### config.mk
export PLATFORM = sky130hd
export DESIGN_NAME = fxu_rs_flat
export DESIGN_NICKNAME = d
export VERILOG_FILES = /design/src/rtl/fxu_pkg.sv /design/src/rtl/fxu_rs_if.sv /design/src/rtl/fxu_rs_entry.sv /design/src/rtl/fxu_rs.sv /design/src/flat_wrapper.sv
export SDC_FILE = /design/constraint.sdc
export NUM_CORES = 1
export LEC_CHECK = 0
export ABC_AREA = 1
export CORE_MARGIN = 2
export CORE_UTILIZATION = 57
export DETAILED_ROUTE_END_ITERATION = 12
export DONT_BUFFER_PORTS = 1
export PLACE_DENSITY = 0.82
export SLEW_MARGIN = 20
export SYNTH_ARGS = -nofsm -noshare
export SYNTH_HDL_FRONTEND = slang
export SYNTH_HIERARCHICAL = 1
export SYNTH_SLANG_ARGS = --single-unit
export TNS_END_PERCENT = 30
### constraint.sdc
create_clock -name clk -period 5.4 [get_ports clk]
set_input_delay 0.81 -clock clk [delete_from_list [all_inputs] [get_ports clk]]
set_output_delay 0.81 -clock clk [all_outputs]
set_load 0.05 [all_outputs]
### src/rtl/fxu_pkg.sv
// ---------------------------------------------------------------------------
// fxu_pkg
// Shared types and constants for the fixed-point unit reservation station.
//   - opcode constants (MOV, ADD, JEQ)
//   - field widths (TAG_W, DATA_W, OP_W, RANK_W)
//   - rs_entry_t : full contents of one reservation-station entry
//   - issue_t    : the fields an entry hands to the FXU when it issues
//   - snoopHit() : does a pending source match the current CDB broadcast
// ---------------------------------------------------------------------------
package fxu_pkg;

  localparam int TAG_W  = 6;
  localparam int DATA_W = 16;
  localparam int OP_W   = 4;
  // Ranks cover up to 8 entries (0 = oldest).
  localparam int RANK_W = 3;

  localparam logic [OP_W-1:0] OP_MOV = 4'd0;
  localparam logic [OP_W-1:0] OP_ADD = 4'd1;
  localparam logic [OP_W-1:0] OP_JEQ = 4'd6;

  typedef struct packed {
    logic              used;
    logic [OP_W-1:0]   op;
    logic              busy0;
    logic [TAG_W-1:0]  tag0;
    logic [DATA_W-1:0] val0;
    logic              busy1;
    logic [TAG_W-1:0]  tag1;
    logic [DATA_W-1:0] val1;
  } rs_entry_t;

  typedef struct packed {
    logic [OP_W-1:0]   op;
    logic [DATA_W-1:0] val0;
    logic [DATA_W-1:0] val1;
  } issue_t;

  // A pending source picks up the CDB value when the broadcast tag matches.
  function automatic logic snoopHit(input logic             busy,
                                    input logic [TAG_W-1:0] tag,
                                    input logic             cdbValid,
                                    input logic [TAG_W-1:0] cdbTag);
    return busy && cdbValid && (tag == cdbTag);
  endfunction

endpackage

### src/rtl/fxu_rs_if.sv
// ---------------------------------------------------------------------------
// fxu_rs_if
// Bundles the dispatch, CDB, flush and FXU-issue signals of the reservation
// station.
//   master : the surrounding pipeline (dispatcher, CDB, FXU) - drives
//            flush, dispatch_*, cdb_*, fxu_busy; reads dispatch_ready,
//            dispatch_rs_num, issue_*
//   slave  : the reservation station itself (fxu_rs)
// ---------------------------------------------------------------------------
interface fxu_rs_if;
  import fxu_pkg::*;

  logic              flush;

  logic              dispatch_valid;
  logic              dispatch_ready;
  logic [OP_W-1:0]   dispatch_op;
  logic              dispatch_busy0;
  logic              dispatch_busy1;
  logic [TAG_W-1:0]  dispatch_tag0;
  logic [TAG_W-1:0]  dispatch_tag1;
  logic [DATA_W-1:0] dispatch_val0;
  logic [DATA_W-1:0] dispatch_val1;
  logic [TAG_W-1:0]  dispatch_rs_num;

  logic              cdb_valid;
  logic [TAG_W-1:0]  cdb_tag;
  logic [DATA_W-1:0] cdb_data;

  logic              fxu_busy;
  logic              issue_valid;
  logic [TAG_W-1:0]  issue_rs_num;
  logic [OP_W-1:0]   issue_op;
  logic [DATA_W-1:0] issue_val0;
  logic [DATA_W-1:0] issue_val1;

  modport master (
    output flush, dispatch_valid, dispatch_op, dispatch_busy0, dispatch_busy1,
           dispatch_tag0, dispatch_tag1, dispatch_val0, dispatch_val1,
           cdb_valid, cdb_tag, cdb_data, fxu_busy,
    input  dispatch_ready, dispatch_rs_num,
           issue_valid, issue_rs_num, issue_op, issue_val0, issue_val1
  );

  modport slave (
    input  flush, dispatch_valid, dispatch_op, dispatch_busy0, dispatch_busy1,
           dispatch_tag0, dispatch_tag1, dispatch_val0, dispatch_val1,
           cdb_valid, cdb_tag, cdb_data, fxu_busy,
    output dispatch_ready, dispatch_rs_num,
           issue_valid, issue_rs_num, issue_op, issue_val0, issue_val1
  );

endinterface

### src/rtl/fxu_rs_entry.sv
// ---------------------------------------------------------------------------
// fxu_rs_entry
// One reservation-station slot: holds opcode and both operands, snoops the
// CDB for pending sources and reports when it is ready to issue.
// Ports:
//   clk, reset        clock, synchronous active-high reset
//   flush_i           drop the entry this cycle
//   alloc_i           load allocEntry_i (already CDB-captured by the bank)
//   allocEntry_i      new entry contents
//   free_i            entry issued this cycle, release it
//   cdbValid_i/Tag_i/Data_i  common data bus broadcast
//   used_o            slot is occupied
//   payload_o         op and operand values for the FXU
//   ready_o           occupied with both sources available
// ---------------------------------------------------------------------------
module fxu_rs_entry
  import fxu_pkg::*;
(
  input  logic              clk,
  input  logic              reset,
  input  logic              flush_i,
  input  logic              alloc_i,
  input  rs_entry_t         allocEntry_i,
  input  logic              free_i,
  input  logic              cdbValid_i,
  input  logic [TAG_W-1:0]  cdbTag_i,
  input  logic [DATA_W-1:0] cdbData_i,
  output logic              used_o,
  output issue_t            payload_o,
  output logic              ready_o
);

  rs_entry_t entry_q, entry_d;

  // Next-state: snoop first, then release/allocate, and flush overrides
  // everything. A ready entry has no busy source, so capture and issue
  // never apply to the same entry in one cycle.
  always_comb begin
    entry_d = entry_q;
    if (entry_q.used && snoopHit(entry_q.busy0, entry_q.tag0, cdbValid_i, cdbTag_i)) begin
      entry_d.busy0 = 1'b0;
      entry_d.val0  = cdbData_i;
    end
    if (entry_q.used && snoopHit(entry_q.busy1, entry_q.tag1, cdbValid_i, cdbTag_i)) begin
      entry_d.busy1 = 1'b0;
      entry_d.val1  = cdbData_i;
    end
    if (free_i) begin
      entry_d.used = 1'b0;
    end
    if (alloc_i) begin
      entry_d = allocEntry_i;
    end
    if (flush_i) begin
      entry_d.used = 1'b0;
    end
  end

  // Entry storage register.
  always_ff @(posedge clk) begin
    if (reset) begin
      entry_q <= '0;
    end else begin
      entry_q <= entry_d;
    end
  end

  assign used_o         = entry_q.used;
  assign payload_o.op   = entry_q.op;
  assign payload_o.val0 = entry_q.val0;
  assign payload_o.val1 = entry_q.val1;
  assign ready_o        = entry_q.used && !entry_q.busy0 && !entry_q.busy1;

endmodule

### src/rtl/fxu_rs.sv
// ---------------------------------------------------------------------------
// fxu_rs
// Reservation-station bank in front of the fixed-point unit. Holds up to
// NUM_RS dispatched MOV/ADD/JEQ instructions until both sources are known,
// snoops the CDB, and issues the oldest ready entry each cycle.
// Parameters:
//   NUM_RS   number of entries (2..8)
//   RS_BASE  global rs_num of entry 0 (entry i is RS_BASE+i)
// Ports:
//   clk, reset  clock, synchronous active-high reset
//   bus         fxu_rs_if.slave: flush, dispatch_*, cdb_*, fxu_busy, issue_*
// Optional feature macro: FXU_RS_ISSUE_BYPASS_EN
//   When defined, a dispatch with both operands available issues in the same
//   cycle straight from the dispatch inputs if no stored entry is ready.
// ---------------------------------------------------------------------------
module fxu_rs
  import fxu_pkg::*;
#(
  parameter int NUM_RS  = 4,
  parameter int RS_BASE = 0
) (
  input logic    clk,
  input logic    reset,
  fxu_rs_if.slave bus
);

  logic              usedVec  [NUM_RS];
  issue_t            payloads [NUM_RS];
  logic [NUM_RS-1:0] readyVec;
  logic [NUM_RS-1:0] allocOH;
  logic [NUM_RS-1:0] selOH;
  logic [RANK_W-1:0] rank_q [NUM_RS];
  logic [RANK_W-1:0] rank_d [NUM_RS];

  rs_entry_t         dispEntry;
  logic              freeFound;
  logic [TAG_W-1:0]  allocNum;
  logic              selFound;
  logic [RANK_W-1:0] selRank;
  logic [TAG_W-1:0]  selNum;
  issue_t            selPayload;
  logic [3:0]        usedCount;
  logic [RANK_W-1:0] newRank;
  logic              issueFire;
  logic              bypass;
  logic              accept;

  // Build the entry image for the offered instruction, folding in a CDB
  // broadcast that resolves one of its sources in the same cycle.
  always_comb begin
    dispEntry       = '0;
    dispEntry.used  = 1'b1;
    dispEntry.op    = bus.dispatch_op;
    dispEntry.tag0  = bus.dispatch_tag0;
    dispEntry.tag1  = bus.dispatch_tag1;
    dispEntry.busy0 = bus.dispatch_busy0;
    dispEntry.busy1 = bus.dispatch_busy1;
    dispEntry.val0  = bus.dispatch_val0;
    dispEntry.val1  = bus.dispatch_val1;
    if (snoopHit(bus.dispatch_busy0, bus.dispatch_tag0, bus.cdb_valid, bus.cdb_tag)) begin
      dispEntry.busy0 = 1'b0;
      dispEntry.val0  = bus.cdb_data;
    end
    if (snoopHit(bus.dispatch_busy1, bus.dispatch_tag1, bus.cdb_valid, bus.cdb_tag)) begin
      dispEntry.busy1 = 1'b0;
      dispEntry.val1  = bus.cdb_data;
    end
  end

  // Allocation picks the lowest-index free slot; occupancy count sets the
  // rank of a newly accepted instruction. Only registered state is used, so
  // a slot freed by this cycle's issue is not offered until next cycle.
  always_comb begin
    freeFound = 1'b0;
    allocOH   = '0;
    allocNum  = TAG_W'(RS_BASE);
    usedCount = '0;
    for (int i = 0; i < NUM_RS; i++) begin
      usedCount = usedCount + 4'(usedVec[i]);
      if (!usedVec[i] && !freeFound) begin
        freeFound  = 1'b1;
        allocOH[i] = 1'b1;
        allocNum   = TAG_W'(RS_BASE + i);
      end
    end
  end

  // Select the ready entry with the lowest age rank (ranks are unique).
  always_comb begin
    selFound   = 1'b0;
    selRank    = '0;
    selOH      = '0;
    selNum     = '0;
    selPayload = '0;
    for (int i = 0; i < NUM_RS; i++) begin
      if (readyVec[i] && (!selFound || rank_q[i] < selRank)) begin
        selFound   = 1'b1;
        selRank    = rank_q[i];
        selOH      = '0;
        selOH[i]   = 1'b1;
        selNum     = TAG_W'(RS_BASE + i);
        selPayload = payloads[i];
      end
    end
  end

`ifdef FXU_RS_ISSUE_BYPASS_EN
  assign bypass = !selFound && bus.dispatch_valid && freeFound && !bus.flush &&
                  !bus.fxu_busy && !dispEntry.busy0 && !dispEntry.busy1;
`else
  assign bypass = 1'b0;
`endif

  assign issueFire = selFound && !bus.fxu_busy && !bus.flush;
  assign accept    = bus.dispatch_valid && freeFound && !bus.flush && !bypass;
  assign newRank   = RANK_W'(usedCount - 4'(issueFire));

  assign bus.dispatch_ready  = freeFound;
  assign bus.dispatch_rs_num = allocNum;

  // Issue port: stored selection normally, dispatch inputs when bypassing.
  always_comb begin
    bus.issue_valid  = issueFire || bypass;
    bus.issue_rs_num = selNum;
    bus.issue_op     = selPayload.op;
    bus.issue_val0   = selPayload.val0;
    bus.issue_val1   = selPayload.val1;
    if (bypass) begin
      bus.issue_rs_num = allocNum;
      bus.issue_op     = dispEntry.op;
      bus.issue_val0   = dispEntry.val0;
      bus.issue_val1   = dispEntry.val1;
    end
  end

  // Age ranks: entries younger than the issued one move up by one; a newly
  // accepted entry goes behind everything that remains.
  always_comb begin
    for (int j = 0; j < NUM_RS; j++) begin
      rank_d[j] = rank_q[j];
      if (issueFire && usedVec[j] && !selOH[j] && rank_q[j] > selRank) begin
        rank_d[j] = rank_q[j] - 1'b1;
      end
      if (accept && allocOH[j]) begin
        rank_d[j] = newRank;
      end
    end
  end

  // Rank register.
  always_ff @(posedge clk) begin
    if (reset) begin
      rank_q <= '{default: '0};
    end else begin
      rank_q <= rank_d;
    end
  end

  for (genvar g = 0; g < NUM_RS; g++) begin : gEntry
    fxu_rs_entry uEntry (
      .clk          (clk),
      .reset        (reset),
      .flush_i      (bus.flush),
      .alloc_i      (accept && allocOH[g]),
      .allocEntry_i (dispEntry),
      .free_i       (issueFire && selOH[g]),
      .cdbValid_i   (bus.cdb_valid),
      .cdbTag_i     (bus.cdb_tag),
      .cdbData_i    (bus.cdb_data),
      .used_o       (usedVec[g]),
      .payload_o    (payloads[g]),
      .ready_o      (readyVec[g])
    );
  end

endmodule

### src/flat_wrapper.sv
// flat-port wrapper written by rule: the top's interface ports become plain ports
module fxu_rs_flat import fxu_pkg::*;
#(
  parameter int NUM_RS  = 4,
  parameter int RS_BASE = 0
)
  (clk, reset, bus_flush, bus_dispatch_valid, bus_dispatch_op, bus_dispatch_busy0, bus_dispatch_busy1, bus_dispatch_tag0, bus_dispatch_tag1, bus_dispatch_val0, bus_dispatch_val1, bus_cdb_valid, bus_cdb_tag, bus_cdb_data, bus_fxu_busy, bus_dispatch_ready, bus_dispatch_rs_num, bus_issue_valid, bus_issue_rs_num, bus_issue_op, bus_issue_val0, bus_issue_val1);
  fxu_rs_if bus_i ();
  input logic clk;
  input logic reset;
  input wire logic [$bits(bus_i.flush)-1:0] bus_flush;
  input wire logic [$bits(bus_i.dispatch_valid)-1:0] bus_dispatch_valid;
  input wire logic [$bits(bus_i.dispatch_op)-1:0] bus_dispatch_op;
  input wire logic [$bits(bus_i.dispatch_busy0)-1:0] bus_dispatch_busy0;
  input wire logic [$bits(bus_i.dispatch_busy1)-1:0] bus_dispatch_busy1;
  input wire logic [$bits(bus_i.dispatch_tag0)-1:0] bus_dispatch_tag0;
  input wire logic [$bits(bus_i.dispatch_tag1)-1:0] bus_dispatch_tag1;
  input wire logic [$bits(bus_i.dispatch_val0)-1:0] bus_dispatch_val0;
  input wire logic [$bits(bus_i.dispatch_val1)-1:0] bus_dispatch_val1;
  input wire logic [$bits(bus_i.cdb_valid)-1:0] bus_cdb_valid;
  input wire logic [$bits(bus_i.cdb_tag)-1:0] bus_cdb_tag;
  input wire logic [$bits(bus_i.cdb_data)-1:0] bus_cdb_data;
  input wire logic [$bits(bus_i.fxu_busy)-1:0] bus_fxu_busy;
  output wire logic [$bits(bus_i.dispatch_ready)-1:0] bus_dispatch_ready;
  output wire logic [$bits(bus_i.dispatch_rs_num)-1:0] bus_dispatch_rs_num;
  output wire logic [$bits(bus_i.issue_valid)-1:0] bus_issue_valid;
  output wire logic [$bits(bus_i.issue_rs_num)-1:0] bus_issue_rs_num;
  output wire logic [$bits(bus_i.issue_op)-1:0] bus_issue_op;
  output wire logic [$bits(bus_i.issue_val0)-1:0] bus_issue_val0;
  output wire logic [$bits(bus_i.issue_val1)-1:0] bus_issue_val1;
  assign bus_i.flush = bus_flush;
  assign bus_i.dispatch_valid = bus_dispatch_valid;
  assign bus_i.dispatch_op = bus_dispatch_op;
  assign bus_i.dispatch_busy0 = bus_dispatch_busy0;
  assign bus_i.dispatch_busy1 = bus_dispatch_busy1;
  assign bus_i.dispatch_tag0 = bus_dispatch_tag0;
  assign bus_i.dispatch_tag1 = bus_dispatch_tag1;
  assign bus_i.dispatch_val0 = bus_dispatch_val0;
  assign bus_i.dispatch_val1 = bus_dispatch_val1;
  assign bus_i.cdb_valid = bus_cdb_valid;
  assign bus_i.cdb_tag = bus_cdb_tag;
  assign bus_i.cdb_data = bus_cdb_data;
  assign bus_i.fxu_busy = bus_fxu_busy;
  assign bus_dispatch_ready = bus_i.dispatch_ready;
  assign bus_dispatch_rs_num = bus_i.dispatch_rs_num;
  assign bus_issue_valid = bus_i.issue_valid;
  assign bus_issue_rs_num = bus_i.issue_rs_num;
  assign bus_issue_op = bus_i.issue_op;
  assign bus_issue_val0 = bus_i.issue_val0;
  assign bus_issue_val1 = bus_i.issue_val1;
  fxu_rs #(.NUM_RS(NUM_RS), .RS_BASE(RS_BASE)) u_core (.clk(clk), .reset(reset), .bus(bus_i));
endmodule
== Yosys cells after proc, flatten, opt, wreduce, memory -nomap -nowiden ==
Index checks and enable logic that the tools add are counted.

* Register bits: 216
* Input bits: 78

* Add/subtract/negate cells: 8
* $lt $le $gt $ge: 7
* Equality and inequality tests: 10
* Mux-type cells: 65
* Reductions and logical operators: 108

{| class="wikitable"
|+ Operator list
! operator !! number
|-
| $mux W51 || 4
|-
| $mux W16 || 10
|-
| $mux W36 || 4
|-
| $logic_and A1 B1 Y1 || 66
|-
| $eq A6 B6 Y1 || 10
|-
| $mux W3 || 13
|-
| $reduce_bool A2 Y1 || 16
|-
| $mux W1 || 28
|-
| $logic_not A1 Y1 || 22
|-
| $gt A3 B3 Y1 || 4
|-
| $mux W6 || 2
|-
| $sub A3 B1 Y3 const B || 4
|-
| $lt A3 B3 Y1 || 3
|-
| $add A3 B1 Y3 || 2
|-
| $mux W2 || 3
|-
| $mux W4 || 1
|-
| $logic_or A1 B1 Y1 || 3
|-
| $sub A3 B1 Y3 || 1
|-
| $add A1 B1 Y2 || 1
|-
| $reduce_or A2 Y1 || 1
|}

== Logic depth before layout (Yosys ltp) ==
Gate-level depths: netlist of run 1.

* Depth after elaboration: 23
* Gate-level depth with buffers: 39
* Mapped depth without buffers: 37

== By module ==
The synthesis of run 1 kept the hierarchy.

{| class="wikitable"
|+ By module, submodules not included
! module !! times used !! cells each !! area each (um2)
|-
| fxu_rs_entry || 4 || 462 || 2995.4
|-
| fxu_rs || 1 || 600 || 3270.6
|}

== Worst setup path before layout of run 1 ==
OpenSTA, ideal clock, no wires.

* Path type: reg2out
* Start: register u_core.gEntry[0].uEntry.entry_q, in the netlist u_core/gEntry[0].uEntry/used_o
* End: output port bus_issue_val0[0]
* Data arrival time: 3.925 ns
* Required time: 4.590 ns
* Path slack: 0.665 ns
* Cell stages (with the launch flop): 30
* Path through: dfxtp_1 inv_1 nor3_1 buf_6 nand2_1 ha_1 a21oi_1 nand2_1 nand2_2 nand2_4 nand2_2 nand2_2 nand2_1 o21ai_1 inv_2 nand2_4 nand2_8 nand2_2 nand2_2 nand2_1 nand2_2 nand3_1 nand2_1 nand2_2 nand2_2 buf_6 nand4_1 buf_2 buf_2 o2111ai_1

* Cells in the longest elaborated chain, start to end: 15
* Elaborated cells on any way between the ends: 24
* Classes of those cells: order compare: 3; mux: 10; reduce/logical: 11

{| class="wikitable"
|+ Ends and longest elaborated chain
! item !! RTL line !! RTL
|-
| start: declaration || fxu_rs_entry.sv:33 || <nowiki>rs_entry_t entry_q, entry_d;</nowiki>
|-
| start signal: assignment || fxu_rs_entry.sv:64 || <nowiki>entry_q <= entry_d;</nowiki>
|-
| $logic_and A1 B1 Y1 * (2 in series) || fxu_rs_entry.sv:72 || <nowiki>assign ready_o = entry_q.used && !entry_q.busy0 && !entry_q.busy1;</nowiki>
|-
| named net u_core.readyVec[0] || fxu_rs.sv:29 || <nowiki>logic [NUM_RS-1:0] readyVec;</nowiki>
|-
| $mux W3 or $mux W1 (tied branches) || fxu_rs.sv:96 || <nowiki>if (readyVec[i] && (!selFound || rank_q[i] < selRank)) begin</nowiki>
|-
| $lt A3 B3 Y1 or $logic_not A1 Y1 (tied branches) || fxu_rs.sv:96 ||
|-
| $logic_or A1 B1 Y1 || fxu_rs.sv:96 ||
|-
| $logic_and A1 B1 Y1 || fxu_rs.sv:96 ||
|-
| $mux W3 or $mux W1 (tied branches) || fxu_rs.sv:96 ||
|-
| $lt A3 B3 Y1 or $logic_not A1 Y1 (tied branches) || fxu_rs.sv:96 ||
|-
| $logic_or A1 B1 Y1 || fxu_rs.sv:96 ||
|-
| $logic_and A1 B1 Y1 || fxu_rs.sv:96 ||
|-
| $mux W3 or $mux W1 (tied branches) || fxu_rs.sv:96 ||
|-
| $lt A3 B3 Y1 or $logic_not A1 Y1 (tied branches) || fxu_rs.sv:96 ||
|-
| $logic_or A1 B1 Y1 || fxu_rs.sv:96 ||
|-
| $logic_and A1 B1 Y1 || fxu_rs.sv:96 ||
|-
| $mux W36 * || fxu_rs.sv:96 ||
|-
| end: declaration || flat_wrapper.sv:29 || <nowiki>output wire logic [$bits(bus_i.issue_val0)-1:0] bus_issue_val0;</nowiki>
|}

The timed path passes the listed nets; every way through them passes the cells marked *.

== Worst setup path after layout of run 1 ==
* Start: register u_core.gEntry[0].uEntry.entry_q, in the netlist u_core/gEntry[0].uEntry/used_o
* End: output port bus_issue_val1[15]

* Cells in the longest elaborated chain, start to end: 15
* Elaborated cells on any way between the ends: 24
* Classes of those cells: order compare: 3; mux: 10; reduce/logical: 11

{| class="wikitable"
|+ Ends and longest elaborated chain
! item !! RTL line !! RTL
|-
| $logic_and A1 B1 Y1 * (2 in series) || fxu_rs_entry.sv:72 ||
|-
| named net u_core.readyVec[0] || fxu_rs.sv:29 ||
|-
| $mux W3 or $mux W1 (tied branches) || fxu_rs.sv:96 ||
|-
| $lt A3 B3 Y1 or $logic_not A1 Y1 (tied branches) || fxu_rs.sv:96 ||
|-
| $logic_or A1 B1 Y1 || fxu_rs.sv:96 ||
|-
| $logic_and A1 B1 Y1 || fxu_rs.sv:96 ||
|-
| $mux W3 or $mux W1 (tied branches) || fxu_rs.sv:96 ||
|-
| $lt A3 B3 Y1 or $logic_not A1 Y1 (tied branches) || fxu_rs.sv:96 ||
|-
| $logic_or A1 B1 Y1 || fxu_rs.sv:96 ||
|-
| $logic_and A1 B1 Y1 || fxu_rs.sv:96 ||
|-
| $mux W3 or $mux W1 (tied branches) || fxu_rs.sv:96 ||
|-
| $lt A3 B3 Y1 or $logic_not A1 Y1 (tied branches) || fxu_rs.sv:96 ||
|-
| $logic_or A1 B1 Y1 || fxu_rs.sv:96 ||
|-
| $logic_and A1 B1 Y1 || fxu_rs.sv:96 ||
|-
| $mux W36 * || fxu_rs.sv:96 ||
|-
| end: declaration || flat_wrapper.sv:30 || <nowiki>output wire logic [$bits(bus_i.issue_val1)-1:0] bus_issue_val1;</nowiki>
|}

Marked as above.

==> results.py, run 1 <==
metrics = {
    "outcome": {
        "outcome": "finished, final reports clean",
    },
    "worst_setup_path": {
        "slowest_delay_ns": 0.34,
        "r2r_slack_ns": 0.64,
        "ff2ff_path_depth": 35,
        "reg2reg_to": "u_core/rank_q[7]$_SDFFE_PP0P_",
        "crit_slowest_cell": "dfxtp_1",
        "cpLargestDelayFamily": "simple AND/OR/NAND/NOR gates",
        "required_ns": 4.59,
        "worstPathArrival_ns": 4.34,
        "cpMostUsedCell": "nand2_1",
        "endpoint_kind": "primary output",
        "worst-path-max-fanout": 12,
        "critPathBufInv": 7,
        "start_kind": "register",
        "critPathKind": "reg -> out",
        "r2r_start": "u_core/gEntry[0].uEntry/used_o$_SDFFE_PP0P_",
    },
    "routing": {
        "viasPerCell": 5.90,
        "postRouteAntennaNets": 0,
        "dr.pass1.iters": 6,
        "drtIter0Drc": 2239,
        "drc": 0,
        "vias": 15466,
        "post_drt_wl_per_cell_um": 18.8,
        "routed_wl_um": 49300,
    },
    "clock_tree": {
        "path_clk_slew_ns": 0.06,
        "cts_tree": "done",
        "clockBufferDepth": 3,
        "clk_root_buffer_cell": "clkbuf_16",
        "cts.sink_count": 216,
        "tritoncts.num_buffers": 25,
        "clk_latency_ns": 0.53,
        "h-tree-depth": 1,
    },
    "die": {
        "dieArea_um2": 28100,
        "die_y_um": 168,
        "die_w_um": 168,
        "rows": 59,
        "core_um2": 26100,
        "initial_core_util_pct": 58.4,
        "ioPinCount": 128,
    },
    "timing": {
        "hold_ws_ns": 0.348,
        "slew_viol_final": 0,
        "setup_ws_ns": 0.248,
        "fmax_mhz": 194,
        "setup_viol": 0,
        "fin_skew_ns": 0.0135,
        "setup_tns_ns": 0,
        "fin_crit_ns": 5.15,
        "finalHoldViolations": 0,
        "relSlewSlack_pct": 22.2,
        "fin_crit_sh_pct": 95.4,
        "worstMarginPinSlew_ns": 1.17,
    },
    "yosys": {
        "synth_area_um2": 15300,
        "ys_async_sr_fraction_pct": 0,
        "synth_top_cell_by_area": "dfxtp_1",
        "synth_edf_count": 0,
        "synth_flop_cell": "dfxtp_1",
        "synth_top_area_share_pct": 28.4,
        "ys_seq_area_share_pct": 28.4,
        "yosys_warnings": 6,
        "synthTopCellsByArea": "dfxtp_1, nand2_1, buf_4, inv_1, nand3_1",
        "avgSynthCellArea_um2": 6.23,
        "syn_inst": 2448,
        "yosysUniqueCellTypes": 39,
        "postSynthRegisterBits": 216,
    },
    "global_route": {
        "grt_max_degree": 97,
        "track_usage_pct": 33.5,
        "overflow": 0,
        "grt_pass1_vias": 14241,
        "grt_pass1_wl_um": 75200,
        "antenna_found_initial": 1,
    },
    "placement": {
        "dp_slack_ns": 0.160,
        "gp_congestion": 0.987,
        "port_buffers": 0,
        "hpwl_um": 31200,
    },
    "power_and_ir_drop": {
        "ir_drop_v": 0.000218,
        "p_leak_nw": 7.67,
        "p_per_area_nw_per_um2": 249,
        "total_power_mw": 3.85,
    },
    "flow_run": {
        "cap_violations": 0,
    },
    "layout": {
        "fin_util_pct": 59.0,
        "nNetsFinal": 2362,
        "layout_commonest_cell": "nand2_1",
        "drive_gt1_share_pct": 10.7,
        "final_cell_mix": "nand2_1, inv_1, nor2_1, dfxtp_1, nand3_1",
        "area_delta_synth_final_pct": 1.17,
    },
    "min_path": {
        "hold_path_startpoint": "bus_flush",
        "min_path_type": "in -> reg",
        "hold_depth": 1,
        "hold-path-endpoint": "u_core/gEntry[1].uEntry/used_o$_SDFFE_PP0P_",
    },
}
[worst max path at each step]
stage / startpoint / endpoint / slack, ns / cells after the start
after floorplan: u_core/gEntry[0].uEntry/used_o$_SDFFE_PP0P_ / bus_issue_val0[0] / 0.66 / 29
after global placement: u_core/gEntry[0].uEntry/used_o$_SDFFE_PP0P_ / bus_issue_val0[5] / 0.30 / 31
after detailed placement: u_core/gEntry[0].uEntry/used_o$_SDFFE_PP0P_ / bus_issue_val1[15] / 0.16 / 30
after CTS: u_core/gEntry[0].uEntry/used_o$_SDFFE_PP0P_ / bus_issue_val0[7] / 0.08 / 28
after global routing: u_core/gEntry[0].uEntry/used_o$_SDFFE_PP0P_ / bus_issue_val1[15] / -0.006 / 30
final: u_core/gEntry[0].uEntry/used_o$_SDFFE_PP0P_ / bus_issue_val1[15] / 0.25 / 31
[flip-flops by register name, indices dropped and copies added, names as in the netlist]
register / flops
u_core/gEntry.uEntry/used_o: 4
u_core/gEntry.uEntry/payload_o: 144
u_core/rank_q: 12
u_core/gEntry.uEntry/entry_q: 56
[power by group]
part	switching (mW)	internal, mW	total (mW)
sequential	0.0198	1.63	1.65
combinational	0.238	0.0977	0.336
clock	0.711	1.16	1.87
[stage by stage]
step	instances	instance area [um2]
2_1_floorplan	2458	15300
3_3_place_gp	2564	14300
3_5_place_dp	2564	14300
4_1_cts	2613	15200
5_1_grt	2623	15400
6_report	2623	15400
[kinds of logic (layout without fill, tap and decap cells)]
logic type      Yosys count  after routing  synth area share, %
xor+xnor                 26             26                 1.49
fa+ha+maj                16             16                 1.41
compound gates          347            347                 12.5
other cells               2             13               0.0492
simple gates           1251           1252                 36.1
flops                   216            216                 28.4
buf+inv                 589            417                 20.0
mux                       1              1               0.0656
[worst reg2reg max path, delay by kind of cell, from the launching register on]
| family | cells | cell delay (ns) |
|---|---|---|
| flops | 1 | 0.34 |
| fa+ha+maj | 2 | 0.66 |
| compound gates | 4 | 0.91 |
| simple gates | 24 | 2.28 |
| buf+inv | 5 | 0.50 |
[synthesized netlist by cell type (20+ instances only)]
library cell  number
dfxtp_1          216
nand2_2           20
clkbuf_1          49
buf_4            161
a21oi_1          181
nand2_1          708
nand3_2           58
inv_1            288
buf_6             22
o2111ai_1         36
buf_2             60
nand3_1          187
nor2_1           235
o21ai_0          115
[layout make-up]
type                            instances  area [um2]
Clock buffer                           32         702
Fill cell                            2405       10700
Timing Repair Buffer                   74         617
Clock inverter                         14         201
Multi-Input combinational cell       1654        8050
Inverter                              297        1120
Tap cell                              335         419
Sequential cell                       216        4320
Antenna cell                            1        2.50
[repair_timing]
item	CTS	global route
cloned	0	2
hold endpoints to repair	0	0
setup buffers	3	7
pin swaps	1	4
resized for setup	2	20
setup endpoints to repair	36	44
hold buffers	0	0
[per-layer routing]
metal	vias to the layer above	track usage, %	share of wire, %
met5	-	0	0
met4	0	22.8	7.6
met3	255	7.21	11
met2	1046	54.1	45
met1	6984	40.1	36
li1	7181	-	-
Note: power is estimated with default switching activity, not from simulation.
==> run 2: changes to the inputs <==
--- a/config.mk
+++ b/config.mk
@@ -11,6 +11,7 @@
 export DETAILED_ROUTE_END_ITERATION = 12
 export DONT_BUFFER_PORTS = 1
 export PLACE_DENSITY = 0.82
+export REMOVE_ABC_BUFFERS = 1
 export SLEW_MARGIN = 20
 export SYNTH_ARGS = -nofsm -noshare
 export SYNTH_HDL_FRONTEND = slang
==> run 2 against run 1 <==
  * Worst hold slack lost 0.0081 ns
  * Critical path depth is 6 lower
  * Setup slack lost 0.0076 ns
  * Sequential share of layout area is 0.29 points higher
  * Fmax shrank 0.15%
  * Global-route usage shrank 3.8 points
  * Clock power down 10%
  * Non-clock buffer count down 4
  * Register-to-register slack better by 0.18 ns
  * Clock skew is 0.0049 ns lower
  * Total power shrank 5.5%
==> results.py, run 2 (synthesis results as in run 1) <==
metrics = {
    "worst_setup_path": {
        "required_ns": 4.59,
        "crit_slowest_cell": "nor3_1",
        "cpLargestDelayFamily": "simple AND/OR/NAND/NOR gates",
        "ff2ff_path_depth": 30,
        "worstPathArrival_ns": 4.35,
        "endpoint_kind": "primary output",
        "critPathBufInv": 6,
        "start_kind": "register",
        "slowest_delay_ns": 0.71,
        "cp.depth": 25,
        "worst-path-max-fanout": 26,
        "critPathKind": "reg -> out",
        "r2r_slack_ns": 0.82,
    },
    "layout": {
        "area_delta_synth_final_pct": 0.221,
        "multiInputGateArea_um2": 7980,
        "final_cell_mix": "nand2_1, inv_1, nor2_1, dfxtp_1, nand3_1",
        "fillCellCount": 2463,
        "insertedDiodeCount": 0,
        "drive_gt1_share_pct": 10.0,
        "largest_register_ff_count": 144,
        "layout_commonest_cell": "nand2_1",
        "regArea_um2": 4330,
        "nNetsFinal": 2358,
        "fin_util_pct": 58.5,
    },
    "placement": {
        "dp_slack_ns": 0.329,
        "gp_congestion": 0.912,
        "hpwl_um": 27200,
        "port_buffers": 0,
    },
    "global_route": {
        "grt_pass1_vias": 13527,
        "overflow": 0,
        "antenna_found_initial": 1,
        "grt_max_degree": 107,
        "track_usage_pct": 29.7,
        "grt_pass1_wl_um": 67900,
    },
    "clock_tree": {
        "cts_tree": "done",
        "tritoncts.num_buffers": 25,
        "h-tree-depth": 1,
        "path_clk_slew_ns": 0.06,
        "clockBufferDepth": 3,
        "cts.sink_count": 216,
        "ctsHoldBuffers": 0,
        "clk_root_buffer_cell": "clkbuf_16",
        "clk_latency_ns": 0.54,
    },
    "routing": {
        "vias": 14821,
        "drc": 0,
        "viasPerCell": 5.67,
        "dr.pass1.iters": 6,
        "drtIter0Drc": 1486,
        "postRouteAntennaNets": 0,
        "post_drt_wl_per_cell_um": 16.5,
        "routed_wl_um": 43000,
    },
    "die": {
        "initial_core_util_pct": 58.4,
        "rows": 59,
        "die_y_um": 168,
        "die_w_um": 168,
        "dieArea_um2": 28100,
        "ioPinCount": 128,
        "core_um2": 26100,
    },
    "timing": {
        "setup_ws_ns": 0.241,
        "setup_viol": 0,
        "worstMarginPinSlew_ns": 1.08,
        "fmax_mhz": 194,
        "relSlewSlack_pct": 28.5,
        "finalHoldViolations": 0,
        "fin_skew_ns": 0.00861,
        "fin_crit_sh_pct": 95.5,
        "fin_crit_ns": 5.16,
        "slew_viol_final": 0,
        "hold_ws_ns": 0.340,
    },
    "flow_run": {
        "cap_violations": 0,
    },
    "min_path": {
        "hold_depth": 1,
        "min_path_type": "in -> reg",
    },
    "power_and_ir_drop": {
        "ir_drop_v": 0.000193,
        "p_per_area_nw_per_um2": 238,
        "p_leak_nw": 7.58,
    },
    "outcome": {
        "outcome": "finished, final reports clean",
    },
}
==> run 2: stage by stage <==
stage / instance area (um2) / power (mW) / TNS, ns / cells
after floorplan: 13300 / 1.91 / -48.78 / 2166
after global placement: 14300 / 1.97 / 0 / 2564
after detailed placement: 14300 / 1.98 / 0 / 2564
after CTS: 15200 / 3.64 / 0 / 2612
after global routing: 15300 / 3.75 / -0.000180 / 2616
final: 15300 / 3.64 / 0 / 2616
==> run 2: path summary, 6_finish.rpt <==
kind | start | to
worst min register to register | u_core/gEntry[3].uEntry/entry_q[20]$_SDFFE_PP0P_ | u_core/gEntry[3].uEntry/entry_q[20]$_SDFFE_PP0P_
worst max register to register | u_core/gEntry[1].uEntry/used_o$_SDFFE_PP0P_ | u_core/rank_q[8]$_SDFFE_PP0P_
worst max-delay path | u_core/gEntry[1].uEntry/used_o$_SDFFE_PP0P_ | bus_issue_val1[9]
worst min-delay path | bus_flush | u_core/gEntry[0].uEntry/used_o$_SDFFE_PP0P_
==> run 2: timing repair <==
item                                   in CTS  in global routing
buffers inserted                            4                  3
pin swaps                                   1                  2
setup endpoints to repair                  36                 36
endpoints found under the hold margin       0                  0
gates cloned                                0                  1
gates resized for setup                     2                 11
==> run 2: final cells by class <==
| cell class | count | share of cell area (%) |
|---|---|---|
| Clock buffer | 37 | 4.78 |
| Clock inverter | 7 | 0.507 |
| Inverter | 297 | 7.33 |
| Multi-Input combinational cell | 1654 | 52.2 |
| Sequential cell | 216 | 28.3 |
| Tap cell | 335 | 2.74 |
| Timing Repair Buffer | 70 | 4.13 |
==> run 2: power by group <==
group | internal [mW] | switching (mW) | leakage [nW]
Clock | 0.985 | 0.690 | 0.398
Combinational | 0.0980 | 0.220 | 5.43
Sequential | 1.63 | 0.0187 | 1.75
==> run 2: per-layer routing <==
layer	track usage, %	wire length, um
met3	4.04	3720
met4	16.4	2080
met5	0	0
met2	50.9	20300
met1	36.0	16900
==> run 2: worst register-to-register path, delay by kind of cell, from the launching register on <==
family                   cells  cell delay, ns
buffers and inverters        5            0.85
AND/OR/NAND/NOR             21            2.55
adder cells (fa/ha/maj)      1            0.26
AO/OA/AOI/OAI                3            0.36
flip-flops                   1            0.43
